$ cat src/rtl/s2_scan_accum_pkg.sv
// Shared types and constants for the S2 scan/accumulate controller.
// Select codes are packed as {A1, B1, A0, B0} and indexed by the scan position k.
package s2_scan_pkg;

  localparam int SIZE_DEFAULT = 5;

  typedef enum logic [1:0] {
    IDLE = 2'd0,
    SET  = 2'd1,
    CAP  = 2'd2,
    DONE = 2'd3
  } state_e;

  // Row = A1|B1, column = A0&B0; B1 is never used to select a row.
  localparam logic [3:0] SEL_CODE [0:3] = '{
    4'b0000,  // k=0 -> D00
    4'b0011,  // k=1 -> D01
    4'b1000,  // k=2 -> D10
    4'b1011   // k=3 -> D11
  };

  // Four unsigned size-bit samples need two extra bits of headroom.
  function automatic int sumw_of(input int size);
    return size + 2;
  endfunction

endpackage

$ cat src/rtl/s2_scan_accum_if.sv
// Select, data and result/handshake signals between the scan controller and its environment.
// The slave modport is the controller; the master modport is S2 plus the result consumer.
interface s2_scan_accum_if
  import s2_scan_pkg::*;
#(
  parameter int size = SIZE_DEFAULT,
  parameter int SUMW = sumw_of(size)
);

  logic            start;
  logic            res_ack;
  logic [size-1:0] s2_out;
  logic            A1;
  logic            B1;
  logic            A0;
  logic            B0;
  logic            busy;
  logic            res_valid;
  logic [SUMW-1:0] sum;
  logic [size-1:0] max;

  modport slave (
    input  start, res_ack, s2_out,
    output A1, B1, A0, B0, busy, res_valid, sum, max
  );

  modport master (
    output start, res_ack, s2_out,
    input  A1, B1, A0, B0, busy, res_valid, sum, max
  );

endinterface

$ cat src/rtl/s2_scan_accum_sel_decode.sv
// Combinational decode of the scan index k into S2's four select lines.
module s2_sel_decode
  import s2_scan_pkg::*;
(
  input  logic [1:0] k_i,
  output logic       a1_o,
  output logic       b1_o,
  output logic       a0_o,
  output logic       b0_o
);

  assign {a1_o, b1_o, a0_o, b0_o} = SEL_CODE[k_i];

endmodule

$ cat src/rtl/s2_scan_accum.sv
// Steps S2 through D00, D01, D10, D11 (two cycles per code), accumulating the
// sum and maximum of the captured samples and holding them under valid/ack.
module s2_scan_accum
  import s2_scan_pkg::*;
#(
  parameter int size = SIZE_DEFAULT,
  parameter int SUMW = sumw_of(size)
) (
  input  logic            clk,
  input  logic            CLR,
  s2_scan_accum_if.slave  bus
);

  state_e          state_q;
  logic [1:0]      k_q;
  logic [SUMW-1:0] sum_q;
  logic [size-1:0] max_q;
  logic            busy_q;
  logic            valid_q;

  // k_q is forced to 0 outside SET/CAP, so the decoder alone yields the idle code.
  s2_sel_decode u_sel_decode (
    .k_i  (k_q),
    .a1_o (bus.A1),
    .b1_o (bus.B1),
    .a0_o (bus.A0),
    .b0_o (bus.B0)
  );

  // NOTE: every register here uses <= so all next-state values come from the
  // pre-edge state; a blocking = would let later statements see updated values.
  always_ff @(posedge clk or negedge CLR) begin
    if (!CLR) begin
      state_q <= IDLE;
      k_q     <= 2'd0;
      sum_q   <= '0;
      max_q   <= '0;
      busy_q  <= 1'b0;
      valid_q <= 1'b0;
    end else begin
      case (state_q)
        IDLE: begin
          if (bus.start) begin
            state_q <= SET;
            k_q     <= 2'd0;
            sum_q   <= '0;
            max_q   <= '0;
            busy_q  <= 1'b1;
          end
        end

        SET: begin
          state_q <= CAP;
        end

        CAP: begin
          sum_q <= sum_q + SUMW'(bus.s2_out);
          // Strict compare: an equal sample leaves the stored maximum alone.
          if (bus.s2_out > max_q) begin
            max_q <= bus.s2_out;
          end
          if (k_q == 2'd3) begin
            state_q <= DONE;
            k_q     <= 2'd0;
            busy_q  <= 1'b0;
            valid_q <= 1'b1;
          end else begin
            state_q <= SET;
            k_q     <= k_q + 2'd1;
          end
        end

        DONE: begin
          if (bus.res_ack) begin
            valid_q <= 1'b0;
            if (bus.start) begin
              state_q <= SET;
              k_q     <= 2'd0;
              sum_q   <= '0;
              max_q   <= '0;
              busy_q  <= 1'b1;
            end else begin
              state_q <= IDLE;
            end
          end
        end

        default: begin
          state_q <= IDLE;
        end
      endcase
    end
  end

  assign bus.busy      = busy_q;
  assign bus.res_valid = valid_q;
  assign bus.sum       = sum_q;
  assign bus.max       = max_q;

endmodule

$ cat src/flat_wrapper.sv
// flat-port wrapper written by rule: the top's interface ports become plain ports
module s2_scan_accum_flat import s2_scan_pkg::*;
#(
  parameter int size = SIZE_DEFAULT,
  parameter int SUMW = sumw_of(size)
)
  (clk, CLR, bus_start, bus_res_ack, bus_s2_out, bus_A1, bus_B1, bus_A0, bus_B0, bus_busy, bus_res_valid, bus_sum, bus_max);
  s2_scan_accum_if #(.size(size), .SUMW(SUMW)) bus_i ();
  input  logic clk;
  input  logic CLR;
  input wire logic [$bits(bus_i.start)-1:0] bus_start;
  input wire logic [$bits(bus_i.res_ack)-1:0] bus_res_ack;
  input wire logic [$bits(bus_i.s2_out)-1:0] bus_s2_out;
  output wire logic [$bits(bus_i.A1)-1:0] bus_A1;
  output wire logic [$bits(bus_i.B1)-1:0] bus_B1;
  output wire logic [$bits(bus_i.A0)-1:0] bus_A0;
  output wire logic [$bits(bus_i.B0)-1:0] bus_B0;
  output wire logic [$bits(bus_i.busy)-1:0] bus_busy;
  output wire logic [$bits(bus_i.res_valid)-1:0] bus_res_valid;
  output wire logic [$bits(bus_i.sum)-1:0] bus_sum;
  output wire logic [$bits(bus_i.max)-1:0] bus_max;
  assign bus_i.start = bus_start;
  assign bus_i.res_ack = bus_res_ack;
  assign bus_i.s2_out = bus_s2_out;
  assign bus_A1 = bus_i.A1;
  assign bus_B1 = bus_i.B1;
  assign bus_A0 = bus_i.A0;
  assign bus_B0 = bus_i.B0;
  assign bus_busy = bus_i.busy;
  assign bus_res_valid = bus_i.res_valid;
  assign bus_sum = bus_i.sum;
  assign bus_max = bus_i.max;
  s2_scan_accum #(.size(size), .SUMW(SUMW)) u_core (.clk(clk), .CLR(CLR), .bus(bus_i));
endmodule
$ cat config.mk
export PLATFORM = sky130hd
export DESIGN_NAME = s2_scan_accum_flat
export DESIGN_NICKNAME = d
export VERILOG_FILES = /design/src/rtl/s2_scan_accum_pkg.sv /design/src/rtl/s2_scan_accum_if.sv /design/src/rtl/s2_scan_accum_sel_decode.sv /design/src/rtl/s2_scan_accum.sv /design/src/flat_wrapper.sv
export SDC_FILE = /design/constraint.sdc
export NUM_CORES = 1
export LEC_CHECK = 0
export BUFFER_PORTS_ARGS = -buffer_cell sky130_fd_sc_hd__clkbuf_2
export CORE_ASPECT_RATIO = 0.7
export CORE_MARGIN = 2
export CORE_UTILIZATION = 47
export DETAILED_ROUTE_END_ITERATION = 10
export HOLD_SLACK_MARGIN = 0.15
export PLACE_DENSITY_LB_ADDON = 0.2
export SYNTH_ARGS = -nofsm -noshare
export SYNTH_HDL_FRONTEND = slang
export SYNTH_SLANG_ARGS = --single-unit
$ cat constraint.sdc
create_clock -name clk -period 1.75 [get_ports clk]
set_input_delay 0.0875 -clock clk [delete_from_list [all_inputs] [get_ports clk]]
set_output_delay 0.0875 -clock clk [all_outputs]
set_load 0.02 [all_outputs]
==> run summary <==
status - finished with violations
failing checks - setup timing
share of post-route cells with drive strength above 1 - 43.04%
Crit path arrival time - 2020 ps
core area - 2225 µm²
vias in the first global route - 947
clk root buf - clkbuf_4
final slew viol count - 0
Die X - 62.86 µm
worst-case clock buffer depth - 2
most common cell in the synthesized netlist - dfrtp_1
cell count after synthesis - 109
clock sink total - 18
htree depth - 1
full die area - 2841 µm²
part of the power in registers - 29.1%
DRC violations left - 0
Hold Fails Final Rpt - 0
Post-synth EDFFs - 0
DP HPWL - 1.973 mm
CP max-delay cell - dfrtp_2
critical path startpoint category - register
clk slew on worst S/H paths - 100 ps
post-synth cell types - 33
DR pass1 iterations - 5
routed vias - 1,025
pin count of the biggest net entering global routing - 19
GRT Overall Usage - 21.29%
antenna cell count - 0
footprint of the multi-input gates - 700.7 µm²
site row count - 14
main area contributors after synthesis - dfrtp_1 40%, ha_1 12%, a22o_2 4.4%
sequential area share after synthesis - 39.52%
clock power share - 11.0%
GRT overflow - 0
TritonCTS Buffers - 3
Critical Path End Type - register
post-synthesis cell area - 1140 µm²
CP Class - register to register
CP required - 1950 ps
first-pass GRT wire length - 4.560 mm
pwr dens - 1507 nW/µm²
Max-Cap Viols - 0
leading area contributor after synthesis - dfrtp_1
drt wl/cell - 15.65 µm
worst min path class - input pin to register
Initial Utilization - 51.24%
top cell family by delay on the critical path - compound AO/OA/AOI/OAI gates
port bufs - 25
switching power - 0.001055 W
DIE HEIGHT - 45.20 µm
#FFs+latches synth - 18
fillers - 167
Mapped Avg Cell Area - 10.46 µm²
Initial DRC Count - 83
post-route ant nets - 0
Leak - 0.7725 nW
setup ws final - -72.38 ps
Final min period - 1822 ps
ys flop type - dfrtp_1
setup repair after global routing missed its margin - true
initial antenna violation count - 0
Worst Skew - 8.806 ps
f_max - 0.5487 GHz
Tcrit/Tclk final - 104.1%
fin nets - 180
Syn-to-layout area delta - 40.51%
largest stage delay on the critical path - 420 ps
syn_nets - 130
clk_lat worst skew - 310 ps
switching part of the total power - 43.71%
Pint - 0.001358 W
FF/Latch Area - 455.4 µm²
synth warn - 0
Gate power share - 59.9%
IO Pins - 27
TritonCTS clock tree - done
Post-synth top cells - 18 x dfrtp_1, 11 x ha_1, 11 x inv_1
post-synth top area share - 39.52%
gp weighted congestion - 0.8527
CP bufs+invs - 1
setup TNS - -315.9 ps
peak supply drop - 0.8408 mV
CP Cell Sequence - inv_2 > ha_4 > a211o_1 > a221o_1 > and3_4 > a22o_4
vias per inst - 5.395
crit-path max FO - 5
WL final - 2.974 mm
final setup vio count - 5
pre-CTS setup slack - -49.56 ps
ys async rst share - 100.0%
==> power groups by stage <==
stage / combinational, W / clock, W / sequential (W)
floorplan: 0.000731 / 0 / 0.000833
global placement: 0.00120 / 0 / 0.000693
detailed placement: 0.00123 / 0 / 0.000704
CTS: 0.00131 / 0.000270 / 0.000696
global route: 0.00157 / 0.000294 / 0.000726
finish: 0.00145 / 0.000265 / 0.000703
==> worst register-to-register path, stage by stage (launching register included) <==
cell,delay [ps]
dfrtp_2,420
inv_2,60
ha_4,190
a211o_1,260
a221o_1,370
and3_4,210
a22o_4,210
==> placed cells by master, fill, tap and decap left out, types with 2 or more instances in the layout <==
master         netlist  layout
o211ai_1             4       4
a22o_2               5       4
dlygate4sd3_1        0       9
a21oi_1              5       4
dfrtp_2              0       4
inv_1               11       9
a211o_1              3       3
ha_4                 0       4
buf_4                2      15
a32o_1               2       2
a31oi_1              2       2
nor2_1               6       6
nand2b_1             3       2
dfrtp_1             18      14
clkbuf_4             0       3
o22ai_1              2       2
nor2b_1              2       2
nand2_1              8       8
clkbuf_2             0      25
ha_1                11       6
a22o_1               3       3
o21ai_0              4       4
o21a_1               2       2
inv_2                0       2
==> layout make-up <==
type / count / area share, %
repair buffers: 49 / 20.47
well taps: 32 / 2.500
flip-flops and latches: 18 / 28.44
multi-input cells: 76 / 43.75
inverters: 11 / 2.578
clock buffers: 4 / 2.266
==> worst paths after layout <==
| kind | start | endpoint | slack [ps] | cells past startpoint |
|---|---|---|---|---|
| worst max-delay path | u_core.bus.max[2]$_DFFE_PN0P_ | u_core.bus.max[3]$_DFFE_PN0P_ | -70 | 6 |
| worst min-delay path | bus_start | u_core.bus.busy$_DFFE_PN0P_ | 210 | 3 |
| worst max register to register | u_core.bus.max[2]$_DFFE_PN0P_ | u_core.bus.max[3]$_DFFE_PN0P_ | -70 | 6 |
| worst min register to register | u_core.bus.sum[2]$_DFFE_PN0P_ | u_core.bus.sum[2]$_DFFE_PN0P_ | 550 | 1 |
| max in group asynchronous | CLR | u_core.bus.max[3]$_DFFE_PN0P_ | 1140 | 2 |
| min in group asynchronous | CLR | u_core.k_q[1]$_DFFE_PN0P_ | 260 | 2 |
==> what timing repair did <==
action	4_1_cts	5_1_grt
gates cloned	0	0
resized for setup	3	11
endpoints found under the setup margin	7	8
buffers inserted	1	2
hold buffers	9	0
pin swaps	8	10
endpoints found under the hold margin	25	0
==> routing by layer <==
metal | global-route usage [%] | wire (µm)
met1 | 30.33 | 1345
met2 | 33.40 | 1440
met3 | 5.486 | 189
met4 | 4.000 | 0
met5 | 0 | 0
==> sequential cells by signal, indices dropped and copies added (netlist names) <==
signal                count
u_core.bus.res_valid      1
u_core.bus.sum            7
u_core.k_q                2
u_core.state_q            2
u_core.bus.max            5
u_core.bus.busy           1
==> logic make-up after synthesis <==
logic type,synth area share (%)
AOI/OAI and AO/OA,28.32
and+or+nand+nor,11.09
DFF,39.52
buffers and inverters,6.915
adders and majority gates,13.83
other,0.3290
==> through the flow <==
step	hold WS, ps	utilization (%)	std cells	area [µm²]	power [W]
global placement	52.93	61.25	174	1363	0.001893
finish	207.0	71.99	190	1602	0.002413
detailed placement	64.42	61.25	174	1363	0.001939
floorplan	-208.1	-	109	1145	0.001564
global route	230.4	71.99	190	1602	0.002590
CTS	198.1	68.00	188	1513	0.002273
(Power assumes the default switching activity.)
